$ cat src/rtl/etapa_if.sv
// Instruction-fetch stage: owns the PC, runs the req/ack fetch to instruction memory, holds the IF/ID register.
// Latency: a word accepted with imem_ack appears on inst_ID the next cycle; 1-cycle memory sustains one fetch per cycle.
// Backpressure: stall freezes PC and IF/ID; a word acked while stalled is parked in a 1-entry buffer, no new request issued.
module etapa_if #(
    parameter logic [31:0] PC_INICIO = 32'h0000_0000,
    parameter logic [31:0] NOP       = 32'h0000_0000
) (
    input  logic        clk,
    input  logic        rst_n,
    input  logic        MEM_RD_I,
    input  logic [1:0]  SEL_DIR,
    input  logic        resetIF,
    input  logic        stall,
    input  logic [31:0] dir_branch,
    input  logic [25:0] dir_jump,
    input  logic [31:0] dir_reg,
    output logic        imem_req,
    output logic [31:0] imem_addr,
    input  logic        imem_ack,
    input  logic [31:0] imem_data,
    output logic [31:0] inst_ID,
    output logic [31:0] pc4_ID,
    output logic        valid_ID,
    output logic [5:0]  opcode,
    output logic [5:0]  funct
);

    typedef enum logic [1:0] {
        INACTIVO = 2'd0,
        SOLICITA = 2'd1,
        RETENIDO = 2'd2
    } estado_t;

    estado_t     estado, estado_n;
    logic [31:0] pc, pc_n;
    logic [31:0] addr_n;
    logic [31:0] buffer, buffer_n;
    logic        descarte, descarte_n;
    logic [31:0] inst_n, pc4_n;
    logic        valid_n;
    logic        cargar;
    logic [31:0] dato_carga;
    logic        redirect;
    logic [31:0] destino;
    logic [31:0] pc_mas4;

    assign redirect = (SEL_DIR != 2'b00);
    assign pc_mas4  = pc + 32'd4;
    assign imem_req = (estado == SOLICITA);
    assign opcode   = inst_ID[31:26];
    assign funct    = inst_ID[5:0];

    // Redirect target; jump keeps the region bits of the instruction in ID.
    always_comb begin
        destino = pc;
        case (SEL_DIR)
            2'b01:   destino = dir_branch;
            2'b10:   destino = {pc4_ID[31:28], dir_jump, 2'b00};
            2'b11:   destino = dir_reg;
            default: destino = pc;
        endcase
    end

    // Fetch FSM: next state, next PC, request address, parked word and drop flag.
    always_comb begin
        estado_n   = estado;
        pc_n       = pc;
        addr_n     = imem_addr;
        buffer_n   = buffer;
        descarte_n = descarte;
        cargar     = 1'b0;
        dato_carga = imem_data;
        case (estado)
            INACTIVO: begin
                if (redirect) begin
                    pc_n = destino;
                end else if (MEM_RD_I && !stall) begin
                    estado_n = SOLICITA;
                    addr_n   = pc;
                end
            end
            SOLICITA: begin
                if (imem_ack) begin
                    if (redirect || resetIF || descarte) begin
                        // Word belongs to a squashed path or a flushed slot: drop it, PC stays
                        // (or takes the new target) so the right address is fetched next.
                        descarte_n = 1'b0;
                        if (redirect) begin
                            pc_n = destino;
                        end
                        estado_n = INACTIVO;
                    end else if (stall) begin
                        buffer_n = imem_data;
                        estado_n = RETENIDO;
                    end else begin
                        cargar = 1'b1;
                        pc_n   = pc_mas4;
                        if (MEM_RD_I) begin
                            addr_n = pc_mas4;
                        end else begin
                            estado_n = INACTIVO;
                        end
                    end
                end else if (redirect) begin
                    // The bus request cannot be withdrawn; let it finish and drop its data.
                    pc_n       = destino;
                    descarte_n = 1'b1;
                end
            end
            RETENIDO: begin
                if (redirect) begin
                    pc_n     = destino;
                    estado_n = INACTIVO;
                end else if (!stall) begin
                    if (resetIF) begin
                        estado_n = INACTIVO;
                    end else begin
                        cargar     = 1'b1;
                        dato_carga = buffer;
                        pc_n       = pc_mas4;
                        if (MEM_RD_I) begin
                            estado_n = SOLICITA;
                            addr_n   = pc_mas4;
                        end else begin
                            estado_n = INACTIVO;
                        end
                    end
                end
            end
            default: begin
                estado_n = INACTIVO;
            end
        endcase
    end

    // IF/ID next value: flush beats load, load beats hold, otherwise a bubble.
    always_comb begin
        inst_n  = inst_ID;
        pc4_n   = pc4_ID;
        valid_n = valid_ID;
        if (resetIF) begin
            inst_n  = NOP;
            valid_n = 1'b0;
        end else if (cargar) begin
            inst_n  = dato_carga;
            pc4_n   = pc_mas4;
            valid_n = 1'b1;
        end else if (!stall) begin
            inst_n  = NOP;
            valid_n = 1'b0;
        end
    end

    // State, PC, request address and IF/ID registers.
    always_ff @(posedge clk or negedge rst_n) begin
        if (!rst_n) begin
            estado    <= INACTIVO;
            pc        <= PC_INICIO;
            imem_addr <= 32'h0000_0000;
            buffer    <= NOP;
            descarte  <= 1'b0;
            inst_ID   <= NOP;
            pc4_ID    <= 32'h0000_0000;
            valid_ID  <= 1'b0;
        end else begin
            estado    <= estado_n;
            pc        <= pc_n;
            imem_addr <= addr_n;
            buffer    <= buffer_n;
            descarte  <= descarte_n;
            inst_ID   <= inst_n;
            pc4_ID    <= pc4_n;
            valid_ID  <= valid_n;
        end
    end

endmodule

$ cat config.mk
export PLATFORM = sky130hd
export DESIGN_NAME = etapa_if
export DESIGN_NICKNAME = d
export VERILOG_FILES = /design/src/rtl/etapa_if.sv
export SDC_FILE = /design/constraint.sdc
export NUM_CORES = 1
export LEC_CHECK = 0
export CAP_MARGIN = 5
export CORE_MARGIN = 10
export CORE_UTILIZATION = 30
export DETAILED_ROUTE_END_ITERATION = 10
export MAX_ROUTING_LAYER = met4
export PLACE_DENSITY_LB_ADDON = 0.2
export SKIP_LAST_GASP = 1
export SYNTH_ARGS = -nofsm -noshare
export SYNTH_HDL_FRONTEND = slang
export SYNTH_SLANG_ARGS = --single-unit
$ cat constraint.sdc
create_clock -name clk -period 6.3 [get_ports clk]
set_input_delay 1.26 -clock clk [delete_from_list [all_inputs] [get_ports clk]]
set_output_delay 1.26 -clock clk [all_outputs]
set_load 0.005 [all_outputs]
# Yosys cells after proc, flatten, opt, wreduce, memory -nomap -nowiden
# Index checks and enable logic that the tools add are counted.
dict set report word_totals {
  out_inout_bits 110
  wordCells 93
  input_bits 130
  regBits 164
}
dict set report classes {
  reduce_logical 14
  mux 49
  n_bitwise 2
  n_eq_ne 19
  add_sub_neg 1
}
# cell count
set op_table {}
lappend op_table {{$mux 32} 22}
lappend op_table {{$pmux 32 s3} 3}
lappend op_table {{$add 32x3->32 const B} 1}
lappend op_table {{$mux 2} 8}
lappend op_table {{$mux 1} 14}
lappend op_table {{$ne 2x2->1 const B} 7}
lappend op_table {{$reduce_and 9->1} 1}
lappend op_table {{$ne 4x3->1 const B} 2}
lappend op_table {{$eq 2x2->1 const B} 3}
lappend op_table {{$ne 3x3->1 const B} 2}
lappend op_table {{$pmux 2 s3} 1}
lappend op_table {{$reduce_and 3->1} 2}
lappend op_table {{$reduce_and 5->1} 1}
lappend op_table {{$eq 2x1->1 const B} 2}
lappend op_table {{$ne 2x1->1 const B} 2}
lappend op_table {{$reduce_and 4->1} 1}
lappend op_table {{$reduce_bool 2->1} 2}
lappend op_table {{$ne 3x2->1 const B} 1}
lappend op_table {{$reduce_bool 3->1} 1}
lappend op_table {{$logic_not 2->1} 1}
lappend op_table {{$logic_or 1x1->1} 2}
lappend op_table {{$not 1->1} 2}
lappend op_table {{$pmux 1 s2} 1}
lappend op_table {{$reduce_and 2->1} 1}
lappend op_table {{2 further kinds} 2}

# Logic depth before layout (Yosys ltp)
# Gate-level depths: netlist of the first run.
dict set report logic_depth {
  ltp_word 8
  ltp_mapped 11
  ltp_nobuf 7
}

# Least setup slack after synthesis of the first run
# OpenSTA, ideal clock, no wires.
dict set report synth_path {
  path_type {input port to flip-flop}
  start {in SEL_DIR[0]}
  end {reg buffer[10]}
  setup_slack_ps 3451
  t_arrival_ps 2724
  required_time_ps 6175
  cell_stages 5
  setup_ps 125
  n_path_buf 2
  cell_sequence {buf_6 -> or4_4 -> nor3_2 -> buf_4 -> mux2_2}
}
dict set report synth_via {
  elab_chain_cells 5
}
# item line
set synth_lines {}
lappend synth_lines {{from (decl)} 11} ;# input logic [1:0] SEL_DIR,
lappend synth_lines {{$reduce_bool 2->1} 47} ;# assign redirect = (SEL_DIR != 2'b00);
lappend synth_lines {{$logic_or 1x1->1 (2 in series)} 84} ;# if (redirect || resetIF || descarte) begin
lappend synth_lines {{$not 1->1 (no source line)} --}
lappend synth_lines {{$reduce_and 3->1 (no source line)} --}
lappend synth_lines {{to (signal assigned)} 169} ;# buffer <= buffer_n;
lappend synth_lines {{to (decl)} 37} ;# logic [31:0] buffer, buffer_n;
# No other way between the ends.
# A chain may end at the register's enable or synchronous reset.

# Worst setup path after layout of the first run
dict set report layout_path {
  start {in resetIF}
  end {reg pc[31]}
}
dict set report layout_via {
  elab_chain_cells 5
  elab_cells_between_ends 8
  cone_classes {2 x eq/ne; 3 x mux; 3 x reduce/logical}
}
# item line
set layout_lines {}
lappend layout_lines {{from (decl)} 12} ;# input logic resetIF,
lappend layout_lines {{$logic_or 1x1->1 (2 in series)} 84}
lappend layout_lines {{$mux 32} 84}
lappend layout_lines {{$mux 32} 83} ;# if (imem_ack) begin
lappend layout_lines {{$pmux 32 s3} 73} ;# case (estado)
lappend layout_lines {{to (signal assigned)} 167} ;# pc <= pc_n;
lappend layout_lines {{to (decl)} 35} ;# logic [31:0] pc, pc_n;
# Parallel ways exist; a longest one is shown, timed or not.

==> flow_summary_export.csv, run 1 <==
group,metric,value,unit
outcome,status,"complete, no violations",
yosys,ys_ff_latch,164,
yosys,yosys.area.top_type,"dfrtp_1",
clocking,clock_latency,0.43,ns
critical_path,regToRegStartpoint,"estado[1]",
final_layout,syn2layout_area_growth,34.4,%
timing,min_period,4.11,ns
clocking,cts_sinks,164,
run,maxCapViolCount,0,
critical_path,cp-start-kind,"input port",
yosys,yosysUniqueCellTypes,59,
yosys,synth_xor_area_share,4.99,%
yosys,synthAdderAreaFrac,0.699,%
die,die_h,193,µm
critical_path,rr_worst_depth,7,
placement,gp_congestion,0.793,
final_layout,final_cells,1492,
routing,drcViolationCount,0,
min_path,hold_class,"reg2reg",
clocking,cts_resized,0,
placement,portBuffers,239,
die,coreArea,29600,µm²
power,power,4.04,mW
die,ios,240,
critical_path,end_kind,"flop",
critical_path,worstPathMaxFanout,29,
timing,hold_viol_final,0,
timing,rsz0062_at_grt,"false",
grt,grt_pass1_vias,7359,
routing,routed_wl,29.4,mm
power,peakVddDrop,0.190,mV
routing,routedWlPerCell,19.7,µm
critical_path,arrival,4.42,ns
routing,viasPerCell,5.03,
min_path,min-delay-start,"pc4_ID[22]",
timing,worstMarginPinSlew,1.18,ns
critical_path,crit_slowest_cell,"or2_1",
final_layout,drive_gt1_share,11.9,%
yosys,synthCells,904,
critical_path,critPathLaunch,"resetIF",
final_layout,diodes,0,
grt,grt_max_degree,69,
clocking,hold_buffers,0,
clocking,cts_root_buffer,"clkbuf_16",
yosys,yosys_warnings,0,
routing,drtPass1Iterations,5,
die,die_x,193,µm
timing,final.setup.tns,0,ns
yosys,post-synth-top-count-cell,"dfrtp_1",
grt,overflow,0,
final_layout,fin_nets,1224,
die,dieArea,37200,µm²
critical_path,crit_required,6.61,ns
grt,grt_pass1_wl,44.3,mm
clocking,htreeDepth,4,
critical_path,cpPeakStageDelay,0.99,ns
placement,numPlacedInstances,1460,
timing,slew_viol_final,0,
placement,place_hpwl,21.0,mm
power,power.density,336,nW/µm²
clocking,postCtsSetupBuffers,0,
die,start_util,30.3,%
routing,detail-route-antenna-nets,0,
power,leakagePower,4.81,nW
clocking,clk_path_buf_depth,2,
yosys,muxShareOfSynthArea,12.7,%
yosys,synth_edf_count,0,
timing,max_slew_margin,21.5,%
yosys,synth_ff_type,"dfrtp_1",
final_layout,nFillCells,2972,
critical_path,path_cells,"clkdlybuf4s50_1 -> and4bb_2 -> o211ai_1 -> or2_1 -> o21ai_0 -> a211o_1",
critical_path,cp-endpoint,"pc[31]",
yosys,yosysSeqAreaShare,45.8,%
yosys,syn_area_per_cell,9.90,µm²
yosys,synth-simple-area-share,13.1,%
yosys,netlist_top_cells_count,"dfrtp_1, nand2_1, o21ai_0, mux2_2, nor2_1",
yosys,async_flop_share,100,%
timing,finClkSkew,0.0155,ns
yosys,syn-num-nets,1039,
yosys,ys_top_cells_by_area,"dfrtp_1, mux2_2, o21ai_0",
clocking,cts_tree,"built",
clocking,numCtsBuffers,17,
yosys,synth_compound_area_share,16.4,%
grt,antenna_found_initial,0,
timing,report.final.setup_viol,0,
yosys,synthesis.area,8950,µm²
routing,vias,7500,
critical_path,r2r_end,"pc[31]",
timing,period_share,65.2,%
clocking,clk_pin_slew,0.07,ns
die,rows,63,
yosys,synth_top_family_by_area,"compound AO/OA/AOI/OAI gates",
critical_path,ff2ff_setup_slack,2.80,ns
routing,drt_iter0_markers,518,
yosys,netlist.area_leader.share,45.8,%
grt,groute.usage.overall,15.8,%
timing,fmax,244,MHz
critical_path,crit_type,"in2reg",
logic make-up after synthesis:
group           after synthesis
simple gates                240
buf+inv                     108
xor+xnor                     51
mux                         104
fa+ha+maj                     5
compound gates              232
flops                       164
cells in the final DEF, fill, tap and decap left out, drive strengths merged, types with 6 or more instances in the layout:
cell type / netlist / final
clkdlybuf4s50: 0 / 236
a21o: 6 / 6
clkbuf: 25 / 18
a22o: 10 / 10
mux2: 66 / 66
and4: 6 / 6
inv: 23 / 31
a21oi: 42 / 42
and3: 9 / 9
nand4: 20 / 20
mux2i: 37 / 37
o32ai: 6 / 6
buf: 60 / 15
xnor2: 37 / 37
nand3: 16 / 16
o32a: 10 / 10
dfrtp: 164 / 164
o21ai: 95 / 95
nor2: 52 / 52
nand2: 95 / 95
nor3: 12 / 12
xor2: 14 / 14
a31oi: 7 / 7
a22oi: 25 / 25
sequential cells by signal, indices dropped and copies added (netlist names):
name and flops:
pc 32, pc4_ID 32, buffer 32, imem_addr 32, inst_ID 32, descarte 1
valid_ID 1, estado 2
power by group:
part | switching [mW] | internal (mW) | leakage, nW | total, mW
logic | 0.664 | 0.710 | 2.38 | 1.37
clock network | 0.480 | 0.567 | 0.277 | 1.05
registers | 0.274 | 1.35 | 2.15 | 1.62
metal layers:
layer	track usage, %	wire (µm)
met3	2.71	1550
met1	20.5	13200
met4	3.34	242
met2	25.4	14400
met5	-	0
cell type report:
class                           count  area [µm²]  share of cell area [%]
Clock buffer                       18         439                    3.65
Clock inverter                     14         139                    1.15
Inverter                           23        86.3                   0.718
Multi-Input combinational cell    632        4300                    35.7
Sequential cell                   164        4100                    34.1
Tap cell                          390         488                    4.06
Timing Repair Buffer              251        2470                    20.6
critical path, delay by kind of cell:
kind	cells	cell delay [ns]
buffers and inverters	1	0.59
AO/OA/AOI/OAI	3	1.29
AND/OR/NAND/NOR	2	1.25
worst min path at each step:
stage / end / depth (start not counted)
2_1_floorplan: pc[0] / 2
3_3_place_gp: inst_ID[8] / 2
3_5_place_dp: valid_ID / 2
4_1_cts: valid_ID / 2
5_1_grt: valid_ID / 2
6_report: pc4_ID[22] / 2
stage by stage:
step	utilization [%]	instance area [µm²]	setup slack, ns	hold WS (ns)
floorplan	-	8950	3.45	0.461
global placement	38.7	11500	1.85	0.463
detailed placement	38.7	11500	1.81	0.467
CTS	40.7	12000	2.27	0.485
global route	40.7	12000	2.00	0.504
finish	40.7	12000	2.19	0.479
(Power assumes the default switching activity.)
==> run 2: changes to the inputs <==
clock period = 4.01 ns   (was 6.3 ns; I/O delays follow)
==> run 2 against run 1 <==
Net effect:
- routed wire length is 0.96% lower
- critical path type is now reg2reg
- hold slack worse by 0.042 ns
- via count rose by 0.23%
- largest power group unchanged
- global-route usage up 0.056 points
- utilization grew 0.30 points
- die area unchanged
==> flow_summary_export.csv, run 2 (synthesis gave the netlist of run 1 again) <==
group,metric,value,unit
min_path,hold_class,"in2async",
clocking,cts_sinks,164,
grt,groute.usage.overall,15.9,%
timing,final.setup.tns,0,ns
final_layout,finish.utilization,41.0,%
critical_path,cpPeakStageDelay,0.74,ns
power,power,6.33,mW
timing,finClkSkew,0.0124,ns
placement,gp_congestion,0.837,
clocking,cts_root_buffer,"clkbuf_16",
final_layout,multi_input_area,4300,µm²
timing,fmax,343,MHz
critical_path,crit_required,4.32,ns
die,rows,63,
critical_path,worst-path-buf-inv,2,
clocking,clock_latency,0.43,ns
grt,use_met3,3.05,%
routing,viasPerCell,5.01,
die,dieArea,37200,µm²
routing,routed_wl,29.1,mm
routing,drtPass1Iterations,5,
timing,rsz0062_at_grt,"false",
grt,antenna_found_initial,1,
grt,grt_pass1_wl,44.7,mm
critical_path,crit_slowest_cell,"ha_1",
clocking,cts_tree,"built",
critical_path,critical-path-top-delay-family,"compound AO/OA/AOI/OAI gates",
power,leakagePower,4.87,nW
timing,hold_viol_final,0,
grt,overflow,0,
critical_path,ff2ff_setup_slack,1.09,ns
critical_path,path_common_cell,"inv_1",
critical_path,crit_type,"reg2reg",
final_layout,regArea,4100,µm²
die,ios,240,
run,maxCapViolCount,0,
critical_path,path_depth,7,
routing,detail-route-antenna-nets,0,
critical_path,worstPathMaxFanout,16,
placement,portBuffers,239,
routing,drt_iter0_markers,591,
routing,routedWlPerCell,19.4,µm
final_layout,fin_nets,1232,
final_layout,nFillCells,2922,
die,start_util,30.3,%
power,power.density,522,nW/µm²
critical_path,arrival,3.23,ns
power,peakVddDrop,0.319,mV
clocking,clk_pin_slew,0.07,ns
clocking,hold_buffers,0,
final_layout,drive_gt1_share,12.4,%
timing,min_period,2.92,ns
grt,grt_max_degree,88,
critical_path,path_cells,"inv_1 -> ha_1 -> inv_1 -> a21oi_1 -> o21a_1 -> o21ai_1 -> a221o_1",
critical_path,rr_worst_depth,7,
timing,worstMarginPinSlew,0.898,ns
die,die_h,193,µm
placement,place_hpwl,21.2,mm
clocking,postCtsSetupBuffers,0,
grt,busiest_layer,"met2",
timing,report.final.setup_viol,0,
final_layout,layout_common_cells,"clkdlybuf4s50_1, dfrtp_1, nand2_1, o21ai_0, mux2_2",
grt,use_met2,25.1,%
final_layout,final_common_cell,"clkdlybuf4s50_1",
grt,grt_pass1_vias,7474,
timing,max_slew_margin,39.6,%
timing,slew_viol_final,0,
routing,vias,7517,
clocking,htreeDepth,4,
routing,drcViolationCount,0,
final_layout,syn2layout_area_growth,35.4,%
critical_path,cp-start-kind,"flop",
grt,grtUsageMet1,20.3,%
die,coreArea,29600,µm²
die,die_x,193,µm
critical_path,end_kind,"flop",
timing,period_share,72.7,%
clocking,clk_path_buf_depth,2,
clocking,numCtsBuffers,17,
outcome,status,"complete, no violations",
clocking,cts_resized,0,
run 2: cell types whose count changed in the layout (fill, tap and decap cells not counted), moves of 3 or more:
cell      previous run  this run
buf_4               12        17
clkinv_4             1         4
buf_12               0         3
inv_6                7         4
run 2: power breakdown:
group,internal [mW],leakage [nW],switching [mW]
combinational,1.13,2.44,1.05
sequential,2.12,2.15,0.430
clock,0.881,0.275,0.726
run 2: layout make-up:
type                    instances  share of cell area [%]
multi-input cells             632                    35.5
clock inverters                13                    1.03
flip-flops and latches        164                    33.9
repair buffers                259                    21.2
clock buffers                  19                    3.65
well taps                     390                    4.03
diodes                          1                  0.0206
inverters                      23                   0.712
run 2: worst register-to-register path: cells and delay by family (launching register included):
kind | cells | cell delay (ns)
DFF | 1 | 0.40
buffers and inverters | 2 | 0.50
AOI/OAI and AO/OA | 4 | 1.18
adders and majority gates | 1 | 0.74
run 2: path summary, 6_finish.rpt:
check                          start       endpoint
hold reg to reg             valid_ID       valid_ID
max in group asynchronous      rst_n     pc4_ID[30]
min in group clk            valid_ID       valid_ID
hold / removal                 rst_n  imem_addr[15]
setup / recovery           estado[0]         pc[18]
setup reg to reg           estado[0]         pc[18]
run 2: layer usage:
layer	vias to the layer above	wire, µm
li1	3615	-
met1	3657	12800
met2	223	14200
met3	22	1730
met4	0	455
met5	-	0
run 2: metrics by stage:
step | hold WS (ns) | setup slack [ns] | cell area, µm² | cells
global placement | 0.462 | 0.743 | 11500 | 1468
CTS | 0.464 | 1.10 | 12100 | 1500
detailed placement | 0.467 | 0.713 | 11500 | 1468
finish | 0.437 | 1.09 | 12100 | 1501
global route | 0.501 | 0.823 | 12100 | 1501
floorplan | 0.461 | 1.62 | 8950 | 904
==> run 3: changes to the inputs <==
clock period = 2.55 ns   (was 4.01 ns; I/O delays follow)
==> run 3 against run 2 <==
Net effect:
- count of clock-buffer cells in the layout unchanged
- largest power group unchanged
- first-iteration DRC count up 3.6%
- worst setup slack worse by 0.91 ns
==> flow_summary_export.csv, run 3 (synthesis gave the netlist of run 1 again) <==
group,metric,value,unit
outcome,status,"complete, no violations",
routing,vias,7629,
critical_path,cpPeakStageDelay,0.57,ns
routing,drcViolationCount,0,
critical_path,path_cells,"inv_1 -> ha_1 -> buf_4 -> clkdlybuf4s50_1",
routing,drtPass1Iterations,5,
grt,groute.usage.overall,15.9,%
grt,overflow,0,
min_path,hold_class,"reg2reg",
critical_path,end_kind,"output port",
routing,viasPerCell,4.96,
power,peakVddDrop,0.533,mV
routing,drt_iter0_markers,612,
critical_path,crit_slowest_cell,"clkdlybuf4s50_1",
power,power,10.4,mW
grt,grt_pass1_wl,44.9,mm
routing,routedWlPerCell,19.1,µm
critical_path,rr_worst_depth,8,
grt,grt_max_degree,82,
die,die_x,193,µm
timing,period_share,92.7,%
final_layout,fin_nets,1272,
critical_path,crit_required,2.04,ns
final_layout,syn2layout_area_growth,40.4,%
timing,slew_viol_final,0,
clocking,cts_root_buffer,"clkbuf_16",
critical_path,critical-path-top-delay-family,"buffers and inverters",
power,leakagePower,5.12,nW
grt,grt_pass1_vias,7735,
routing,routed_wl,29.3,mm
clocking,cts_tree,"built",
clocking,numCtsBuffers,17,
timing,fmax,423,MHz
timing,max_slew_margin,66.9,%
clocking,cts_resized,0,
power,power.density,831,nW/µm²
die,rows,63,
critical_path,arrival,1.85,ns
placement,gp_congestion,0.853,
critical_path,worst-path-buf-inv,3,
routing,detail-route-antenna-nets,0,
timing,min_period,2.36,ns
grt,antenna_found_initial,1,
clocking,clk_path_buf_depth,2,
placement,portBuffers,239,
timing,finClkSkew,0.0122,ns
critical_path,path_depth,4,
die,dieArea,37200,µm²
min_path,worst_hold_path.num_cells,2,
run,maxCapViolCount,0,
die,coreArea,29600,µm²
final_layout,drive_gt1_share,15.3,%
die,start_util,30.3,%
final_layout,finish.utilization,42.5,%
timing,report.final.setup_viol,0,
die,die_h,193,µm
critical_path,cp-start-kind,"flop",
clocking,clock_latency,0.43,ns
final_layout,layout_common_cells,"clkdlybuf4s50_1, dfrtp_1, nand2_1, o21ai_0, mux2_2",
critical_path,crit_type,"reg2out",
clocking,htreeDepth,4,
die,ios,240,
placement,place_hpwl,21.6,mm
critical_path,worstPathMaxFanout,5,
clocking,cts_sinks,164,
final_layout,final_common_cell,"clkdlybuf4s50_1",
timing,hold_viol_final,0,
timing,worstMarginPinSlew,0.494,ns
clocking,clk_pin_slew,0.06,ns
timing,rsz0062_at_grt,"false",
==> run 3: cell types whose count changed in the layout (fill, tap and decap cells not counted) <==
cell           delta
clkinv_4          -1
buf_12            +7
clkbuf_8          +1
clkbuf_1          -1
buf_4            +32
bufinv_16         +3
clkinv_2          -1
inv_6             -2
dlygate4sd3_1     +1
clkinvlp_4        -1
==> run 3: routing by layer <==
metal	routed length (µm)	vias up	global-route usage, %
met4	458	0	4.17
met3	1530	24	3.18
met2	14300	184	25.3
met1	13000	3738	20.2
li1	-	3683	-
met5	0	-	-
==> run 3: final cells by class <==
| type | instances | area, µm² |
|---|---|---|
| antenna | 1 | 2.50 |
| clock buffer | 19 | 453 |
| clock inverter | 11 | 176 |
| fill | 2907 | 17000 |
| inverter | 23 | 86.3 |
| multi-input combinational | 632 | 4300 |
| sequential | 164 | 4100 |
| tap | 390 | 488 |
| timing repair buffer | 299 | 2960 |
==> run 3: power breakdown <==
group	total [mW]	internal, mW	switching, mW
registers	3.97	3.33	0.636
clock network	2.81	1.69	1.11
logic	3.67	1.96	1.72
==> run 3: worst paths after layout <==
check | startpoint | end | slack [ns]
min reg2reg | valid_ID | valid_ID | 0.48
min | valid_ID | valid_ID | 0.48
max in group asynchronous | rst_n | buffer[6] | 1.27
max | estado[1] | imem_req | 0.19
min in group asynchronous | rst_n | pc4_ID[10] | 0.52
max reg2reg | estado[0] | inst_ID[16] | 0.23
==> run 3: per-stage QoR <==
| step | hold WS (ns) | cell area (µm²) | TNS [ns] | cells | worst slack, ns |
|---|---|---|---|---|---|
| floorplan | 0.214 | 8950 | 0 | 904 | 0.355 |
| global placement | 0.406 | 11900 | -0.322 | 1506 | -0.0745 |
| global route | 0.496 | 12600 | 0 | 1539 | 0.0230 |
| finish | 0.477 | 12600 | 0 | 1539 | 0.187 |
| CTS | 0.482 | 12600 | 0 | 1537 | 0.165 |
| detailed placement | 0.409 | 11900 | -0.517 | 1506 | -0.0723 |
==> run 3: worst reg2reg max path, cell delays in order, from the launching register on <==
cell     delay (ns)
dfrtp_1        0.42
inv_1          0.10
ha_1           0.36
nor3b_1        0.38
buf_4          0.19
and2_2         0.16
buf_12         0.25
mux2i_1        0.25
o21ai_0        0.09
==> run 3: repair_timing <==
item / 4_1_cts / 5_1_grt
setup endpoints to repair: 0 / 1
setup buffers: 0 / 1
endpoints found under the hold margin: 23 / 0
hold buffers: 1 / 0
